## src/rtl/bin2ascii.sv

```systemverilog
`default_nettype none
// ============================================================================
// Module      : bin2ascii
// Description : Converts one unsigned binary value into a fixed-width stream
//               of ASCII decimal characters, most significant digit first,
//               one byte per dout valid/ready handshake. Conversion is a
//               serial double-dabble (shift-add-3), one input bit per clock.
// Ports       : clk         - clock, all logic on rising edge
//               rst_n       - asynchronous reset, active low
//               din         - unsigned binary value (W bits)
//               din_valid   - din qualifier
//               din_ready   - high only while idle; value taken on valid&ready
//               dout        - ASCII character 0x30..0x39
//               dout_valid  - dout qualifier, held until dout_ready
//               dout_ready  - downstream accepts dout on valid&ready
//               dout_last   - high with the final (least significant) char
//               overflow    - one-cycle pulse when accepted din >= 10**DIGITS
// Revision    : 1.0 - initial release
// ============================================================================
module bin2ascii #(
    parameter int DIGITS    = 3,
    parameter int LEAD_ZERO = 1,
    localparam int W        = $clog2(10**DIGITS)
) (
    input  logic         clk,
    input  logic         rst_n,
    input  logic [W-1:0] din,
    input  logic         din_valid,
    output logic         din_ready,
    output logic [7:0]   dout,
    output logic         dout_valid,
    input  logic         dout_ready,
    output logic         dout_last,
    output logic         overflow
);

    localparam int c_BCD_W = 4 * DIGITS;
    localparam int c_IDX_W = (DIGITS > 1) ? $clog2(DIGITS) : 1;
    localparam int c_CNT_W = $clog2(W + 1);

    localparam logic [W-1:0]       c_LIMIT    = W'(10**DIGITS);
    localparam logic [c_CNT_W-1:0] c_CNT_LAST = c_CNT_W'(W - 1);
    localparam logic [c_IDX_W-1:0] c_IDX_MSD  = c_IDX_W'(DIGITS - 1);
    localparam logic [7:0]         c_ASCII_0  = 8'h30;

    localparam logic [1:0] c_ST_IDLE = 2'd0;
    localparam logic [1:0] c_ST_CONV = 2'd1;
    localparam logic [1:0] c_ST_SEND = 2'd2;

    // ------------------------------------------------------------------------
    // Registered state
    // ------------------------------------------------------------------------
    logic [1:0]         r_state;
    logic [W-1:0]       r_bin;
    logic [c_BCD_W-1:0] r_bcd;
    logic [c_CNT_W-1:0] r_cnt;
    logic [c_IDX_W-1:0] r_idx;
    logic [7:0]         r_dout;
    logic               r_dout_valid;
    logic               r_dout_last;
    logic               r_din_ready;
    logic               r_overflow;

    // ------------------------------------------------------------------------
    // Next-state values and helpers
    // ------------------------------------------------------------------------
    logic [1:0]         w_state_next;
    logic [W-1:0]       w_bin_next;
    logic [c_BCD_W-1:0] w_bcd_next;
    logic [c_CNT_W-1:0] w_cnt_next;
    logic [c_IDX_W-1:0] w_idx_next;
    logic [7:0]         w_dout_next;
    logic               w_dout_valid_next;
    logic               w_dout_last_next;
    logic               w_din_ready_next;
    logic               w_overflow_next;

    logic               w_din_over;
    logic [W-1:0]       w_din_sat;
    logic [c_BCD_W-1:0] w_bcd_adj;
    logic [c_BCD_W-1:0] w_bcd_step;
    logic [c_IDX_W-1:0] w_first_idx;
    logic [c_IDX_W-1:0] w_idx_dec;
    logic [3:0]         w_digit_first;
    logic [3:0]         w_digit_dec;

    // Out-of-range inputs saturate to the all-nines value.
    assign w_din_over = (din >= c_LIMIT);
    assign w_din_sat  = w_din_over ? (c_LIMIT - W'(1)) : din;

    // Double-dabble step: correct every BCD digit >= 5 by +3, then shift the
    // whole BCD register left pulling in the next binary MSB. The top bit of
    // the corrected value is dropped by the width cast; it is always zero for
    // in-range values.
    always_comb begin
        w_bcd_adj = r_bcd;
        for (int i = 0; i < DIGITS; i++) begin
            if (r_bcd[4*i +: 4] >= 4'd5) begin
                w_bcd_adj[4*i +: 4] = r_bcd[4*i +: 4] + 4'd3;
            end
        end
    end

    assign w_bcd_step = c_BCD_W'({w_bcd_adj, r_bin[W-1]});

    // Index of the first digit to present once conversion is complete.
    generate
        if (LEAD_ZERO != 0) begin : g_lead_zero
            assign w_first_idx = c_IDX_MSD;
        end else begin : g_skip_zero
            // Highest non-zero digit; digit 0 is always emitted so a zero
            // value still produces a single '0'.
            always_comb begin
                w_first_idx = '0;
                for (int i = 1; i < DIGITS; i++) begin
                    if (r_bcd[4*i +: 4] != 4'd0) begin
                        w_first_idx = c_IDX_W'(i);
                    end
                end
            end
        end
    endgenerate

    assign w_idx_dec     = r_idx - c_IDX_W'(1);
    assign w_digit_first = r_bcd[{w_first_idx, 2'b00} +: 4];
    assign w_digit_dec   = r_bcd[{w_idx_dec, 2'b00} +: 4];

    // ------------------------------------------------------------------------
    // Next-state / output logic
    // ------------------------------------------------------------------------
    always_comb begin
        w_state_next      = r_state;
        w_bin_next        = r_bin;
        w_bcd_next        = r_bcd;
        w_cnt_next        = r_cnt;
        w_idx_next        = r_idx;
        w_dout_next       = r_dout;
        w_dout_valid_next = r_dout_valid;
        w_dout_last_next  = r_dout_last;
        w_din_ready_next  = r_din_ready;
        w_overflow_next   = 1'b0;

        case (r_state)
            c_ST_IDLE: begin
                // din_ready rises one edge after reset release, then stays up
                // until a value is taken.
                w_din_ready_next = 1'b1;
                if (din_valid && r_din_ready) begin
                    w_din_ready_next = 1'b0;
                    w_bin_next       = w_din_sat;
                    w_bcd_next       = '0;
                    w_cnt_next       = '0;
                    w_overflow_next  = w_din_over;
                    w_state_next     = c_ST_CONV;
                end
            end

            c_ST_CONV: begin
                // Fixed W steps regardless of value.
                w_bin_next = {r_bin[W-2:0], 1'b0};
                w_bcd_next = w_bcd_step;
                w_cnt_next = r_cnt + c_CNT_W'(1);
                if (r_cnt == c_CNT_LAST) begin
                    w_state_next = c_ST_SEND;
                end
            end

            c_ST_SEND: begin
                if (!r_dout_valid) begin
                    // First character of the value.
                    w_idx_next        = w_first_idx;
                    w_dout_next       = c_ASCII_0 + {4'h0, w_digit_first};
                    w_dout_last_next  = (w_first_idx == '0);
                    w_dout_valid_next = 1'b1;
                end else if (dout_ready) begin
                    if (r_dout_last) begin
                        w_dout_valid_next = 1'b0;
                        w_dout_last_next  = 1'b0;
                        w_din_ready_next  = 1'b1;
                        w_state_next      = c_ST_IDLE;
                    end else begin
                        // Next digit presented immediately, no bubble.
                        w_idx_next       = w_idx_dec;
                        w_dout_next      = c_ASCII_0 + {4'h0, w_digit_dec};
                        w_dout_last_next = (w_idx_dec == '0);
                    end
                end
            end

            default: begin
                w_state_next = c_ST_IDLE;
            end
        endcase
    end

    // ------------------------------------------------------------------------
    // State register
    // ------------------------------------------------------------------------
    always_ff @(posedge clk or negedge rst_n) begin
        if (!rst_n) begin
            r_state      <= c_ST_IDLE;
            r_bin        <= '0;
            r_bcd        <= '0;
            r_cnt        <= '0;
            r_idx        <= '0;
            r_dout       <= 8'h00;
            r_dout_valid <= 1'b0;
            r_dout_last  <= 1'b0;
            r_din_ready  <= 1'b0;
            r_overflow   <= 1'b0;
        end else begin
            r_state      <= w_state_next;
            r_bin        <= w_bin_next;
            r_bcd        <= w_bcd_next;
            r_cnt        <= w_cnt_next;
            r_idx        <= w_idx_next;
            r_dout       <= w_dout_next;
            r_dout_valid <= w_dout_valid_next;
            r_dout_last  <= w_dout_last_next;
            r_din_ready  <= w_din_ready_next;
            r_overflow   <= w_overflow_next;
        end
    end

    assign din_ready  = r_din_ready;
    assign dout       = r_dout;
    assign dout_valid = r_dout_valid;
    assign dout_last  = r_dout_last;
    assign overflow   = r_overflow;

endmodule
`default_nettype wire

```

## config.mk

```make
export PLATFORM = sky130hd
export DESIGN_NAME = bin2ascii
export DESIGN_NICKNAME = d
export VERILOG_FILES = /design/src/rtl/bin2ascii.sv
export SDC_FILE = /design/constraint.sdc
export NUM_CORES = 1
export LEC_CHECK = 0
export ABC_CLOCK_PERIOD_IN_PS = 1800
export CAP_MARGIN = 20
export CORE_ASPECT_RATIO = 1.2
export CORE_MARGIN = 8
export CORE_UTILIZATION = 40
export CTS_BUF_LIST = sky130_fd_sc_hd__clkbuf_2 sky130_fd_sc_hd__clkbuf_4 sky130_fd_sc_hd__clkbuf_8
export DETAILED_ROUTE_END_ITERATION = 10
export PLACE_DENSITY = 0.62
export SYNTH_ARGS = -nofsm -noshare
export SYNTH_HDL_FRONTEND = slang
export SYNTH_SLANG_ARGS = --single-unit
```

## constraint.sdc

```tcl
create_clock -name clk -period 1.8 [get_ports clk]
set_clock_uncertainty 0.1 [all_clocks]
set_input_delay 0.54 -clock clk [delete_from_list [all_inputs] [get_ports clk]]
set_output_delay 0.54 -clock clk [all_outputs]
set_load 0.01 [all_outputs]
```

Yosys cells after proc, flatten, opt, wreduce, memory -nomap -nowiden
Index checks and enable logic that the tools add are counted.
{ "totals": {"output_inout_bits": 12, "wordCells": 77, "input_bits": 14, "register_bits": 42} }
{ "op_classes": {"shifts": 1, "n_reduce_logical": 10, "eq_ne": 10, "muxes": 35, "add_sub_neg": 7, "order_cmp": 4} }
{ "ops": {"columns": ["cell", "count"], "rows": [
  ["$mux W8", 3],
  ["$pmux W12 S2", 1],
  ["$mux W10", 2],
  ["$pmux W10 S2", 1],
  ["$mux W2", 8],
  ["$add A6 B4 Y7 const A", 2],
  ["$ne A2 B2 Y1 const B", 7],
  ["$ge A4 B3 Y1 const B", 3],
  ["$mux W1", 12],
  ["$mux W12", 1],
  ["$mux W4", 3],
  ["$shiftx A12 B5 Y4", 1],
  ["$ge A10 B10 Y1 const B", 1],
  ["$add A4 B2 Y4 const B", 2],
  ["$pmux W4 S2", 1],
  ["$pmux W2 S3", 1],
  ["$reduce_and A5 Y1", 1],
  ["$add A4 B1 Y4 const B", 1],
  ["$eq A4 B4 Y1 const B", 1],
  ["$logic_not A2 Y1", 2],
  ["$reduce_and A2 Y1", 2],
  ["$reduce_and A4 Y1", 1],
  ["$reduce_bool A2 Y1", 2],
  ["$add A3 B2 Y3 const B", 1],
  ["other kinds (7)", 7]
]} }

Longest topological paths before layout
{ "depth": {"depth_word": 6, "ltp_mapped": 5} }

Worst setup path after synthesis
OpenSTA, ideal clock, no wires.
{ "synth_path": {"path_kind": "input-to-reg", "startpoint": "input din_valid", "endpoint": "register r_bin[2]", "path_buffers": 1, "t_required_ns": 1.576, "stages": 4, "arrival_ns": 1.296, "setup_slack_ns": 0.280, "path_cell_list": "a21oi_1 or2_1 buf_2 a211o_1"} }
{ "synth_between": {"elab_chain_len": 3} }
{ "synth_lines": {"columns": ["element", "line_no", "source"], "rows": [
  ["start: declaration", "28", "input logic din_valid,"],
  ["$logic_and A1 B1 Y1", "148", "if (din_valid && r_din_ready) begin"],
  ["$ne A2 B2 Y1 (no source line)", null, null],
  ["$reduce_and A2 Y1 (no source line)", null, null],
  ["end signal: assignment", "213", "r_bin <= w_bin_next;"],
  ["end: declaration", "54", "logic [W-1:0] r_bin;"]
]} }
Every way passes these cells.
A chain may end at the register's enable or synchronous reset.

Worst setup path in the final report
{ "layout_path": {"startpoint": "input dout_ready", "endpoint": "register r_dout[1] (netlist: dout[1])"} }
{ "layout_between": {"elab_chain_len": 2} }
{ "layout_lines": {"columns": ["element", "line_no", "source"], "rows": [
  ["start: declaration", "32", "input logic dout_ready,"],
  ["$ne A2 B2 Y1 (no source line)", null, null],
  ["$reduce_and A3 Y1 (no source line)", null, null],
  ["end signal: assignment", "217", "r_dout <= w_dout_next;"],
  ["end: declaration", "58", "logic [7:0] r_dout;"]
]} }
Every way passes these cells.

==> reports/results.tsv <==
stage	metric	value	unit
setup_path	crit_path_end_kind	register	
sta	setup_viol	0	
final_layout	n_fill_cell	501	
final_layout	area_delta_synth_final	25.7	%
setup_path	path_class	in2reg	
cts	cts_made_buffers	5	
floorplanning	die_w	82.8	µm
cts	path_clk_slew	0.07	ns
detailed_routing	drtIter0Drc	147	
place	gp_congestion	0.804	
global_routing	grt_pass1_vias	1742	
setup_path	slowest_stage	clkdlybuf4s50_1	
cts	cts_sinks	39	
sta	fin_crit	1.64	ns
synth	yosys_warnings	0	
sta	hold_viol	0	
final_layout	num_antenna_cells	0	
cts	cts.path.max_buffers	2	
power_and_ir_drop	p_total	3.90	mW
synth	synthFlopType	dfrtp_1	
setup_path	worstReg2RegStart	r_state[0]	
synth	synth_top_area_frac	0.456	
final_layout	drive_gt1_frac	0.181	
cts	clock-root-buffer	clkbuf_8	
setup_path	start_kind	input port	
floorplanning	die_area	0.00796	mm²
synth	synth_top_cell_by_area	dfrtp_1	
global_routing	grt_max_degree	40	
place	dp_hpwl	3320	µm
detailed_routing	dr.pass1.iters	4	
setup_path	required	1.88	ns
power_and_ir_drop	p_leak	1.25	nW
synth	ys_types	45	
final_layout	final_core_util	0.515	
floorplanning	die_h	96.2	µm
setup_path	critPathLaunch	dout_ready	
floorplanning	coreArea	0.00523	mm²
status	status	finished, final reports clean	
cts	cts_tree	built	
floorplanning	start_util	0.410	
power_and_ir_drop	vdd_drop_max	0.000560	V
sta	max_freq	0.609	GHz
floorplanning	io_pins	26	
final_layout	num-nets-final	277	
cts	worstSkewPairLatency	0.29	ns
detailed_routing	ant_nets	0	
synth	ys_ff_latch	39	
setup_path	cp.arrival	1.72	ns
sta	report.final.slew_viol_count	0	
sta	finalCritPeriodShare	0.912	
floorplanning	core.rowCount	29	
setup_path	max_stage_delay	0.48	ns
detailed_routing	dr_total_vias	1724	
sta	rsz0062_at_grt	false	
synth	postSynth.asyncResetShare	1.00	
synth	avgSynthCellArea	10.2	µm²
global_routing	grt_pass1_wl	8140	µm
setup_path	path_cells	clkdlybuf4s50_1 -> nand2b_1 -> a21oi_2 -> buf_4 -> mux2_2	
hold_path	hold_path_class	in2async	
synth	syn-cell-area	0.00214	mm²
power_and_ir_drop	powerDensity	1450	mW/mm²
synth	syn_inst	209	
global_routing	overflow	0	
synth	yosysSeqAreaShare	0.456	
place	port_buffers	23	
synth	synth.top_cells.by_area	dfrtp_1 46%, ha_1 5.3%, mux2i_1 4.2%	
setup_path	critPathMaxFanout	7	
detailed_routing	drc	0	
detailed_routing	viasPerCell	5.46	
detailed_routing	wl_per_cell	14.5	µm
cts	htreeDepth	2	
synth	synth-edff-count	0	
global_routing	grt_usage	0.122	
job	maxCapViolCount	0	
detailed_routing	wl	4580	µm
global_routing	antenna_found_initial	0	
[critical path, delay by kind of cell]
| kind | cells | cell delay (ns) |
|---|---|---|
| compound gates | 1 | 0.13 |
| simple gates | 1 | 0.07 |
| buf+inv | 2 | 0.64 |
| mux | 1 | 0.33 |
[Yosys cell counts, drive strengths merged, types with 5 or more instances]
cell type  instances
inv               17
dfrtp             39
buf                9
nand2             11
clkbuf             5
nor2b              5
mux2i              9
mux2               6
a21oi              6
ha                 9
o21ai             24
o2bb2ai            7
o2111ai            6
[cell usage in the layout (no fill, tap or decap), types with 5 or more instances in the layout]
| cell type | n |
|---|---|
| buf_4 | 26 |
| clkbuf_8 | 6 |
| clkdlybuf4s50_1 | 11 |
| dfrtp_1 | 39 |
| dlygate4sd2_1 | 9 |
| ha_1 | 9 |
| inv_1 | 16 |
| mux2i_1 | 9 |
| nand2_1 | 11 |
| nor2b_1 | 5 |
| o2111ai_1 | 6 |
| o21ai_0 | 6 |
| o21ai_1 | 18 |
| o2bb2ai_1 | 7 |
[logic make-up (layout without fill, tap and decap cells)]
kind of cell | count (synthesis) | after routing | share of synthesized area
AND/OR/NAND/NOR | 37 | 37 | 0.0970
other | 1 | 2 | 0.00175
AO/OA/AOI/OAI | 75 | 75 | 0.246
buffers and inverters | 31 | 75 | 0.0654
multiplexers | 15 | 15 | 0.0736
flip-flops | 39 | 39 | 0.456
XOR/XNOR | 2 | 2 | 0.00818
adder cells (fa/ha/maj) | 9 | 9 | 0.0526
[sequential cells by signal, summed over array words and instances, names as in the netlist]
| name | cells |
|---|---|
| din_ready | 1 |
| dout | 5 |
| dout_last | 1 |
| dout_valid | 1 |
| overflow | 1 |
| r_bcd | 12 |
| r_bin | 10 |
| r_cnt | 4 |
| r_idx | 2 |
| r_state | 2 |
[layer usage]
layer  wire length [µm]  share of wire  GRT usage  vias up
met3                196          0.043     0.0356        6
met2               2160           0.47      0.198       30
li1                   -              -          -      853
met1               2160           0.47      0.150      835
met4                 70          0.015     0.0513        0
met5                  0              0          0        -
[stage by stage]
stage	hold WS, ns	TNS, ns	instances	setup slack [ns]	cell area [µm²]
after global placement	0.374	-5.72	307	-0.275	2590
after detailed placement	0.372	-6.18	307	-0.310	2590
after floorplan	0.144	0	210	0.280	2150
after CTS	0.113	0	316	0.00557	2680
final	0.0999	0	316	0.158	2690
after global routing	0.117	0	316	0.0928	2690
[where the power goes]
part           internal (mW)  switching, mW  total [mW]  leakage [nW]
combinational          0.897          0.949        1.85         0.713
sequential              1.19          0.260        1.45         0.493
clock                  0.301          0.298       0.599        0.0470
[cell type report]
class	instances	area, µm²	area share
clock buffers	6	82.6	0.0307
repair buffers	51	454	0.169
flip-flops and latches	39	976	0.362
multi-input cells	140	1030	0.384
clock inverters	1	5.00	0.00186
well taps	62	77.6	0.0288
inverters	17	63.8	0.0237
[worst paths after layout]
kind,end,depth (start not counted),slack [ns]
worst max-delay path,dout[1],5,0.16
worst min-delay path,r_bcd[6],2,0.1
worst max register to register,r_bin[4],3,0.20
worst min register to register,dout[4],1,0.38
max in group asynchronous,r_state[1],2,1.29
min in group clk,dout[4],1,0.38
[repair_timing]
action                                  CTS  global route
hold buffers                              0             0
pin swaps                                 0             1
resized for setup                         9             3
setup buffers                             2             0
endpoints found under the setup margin    9             5
No activity file was read; power rests on OpenSTA's default activity.
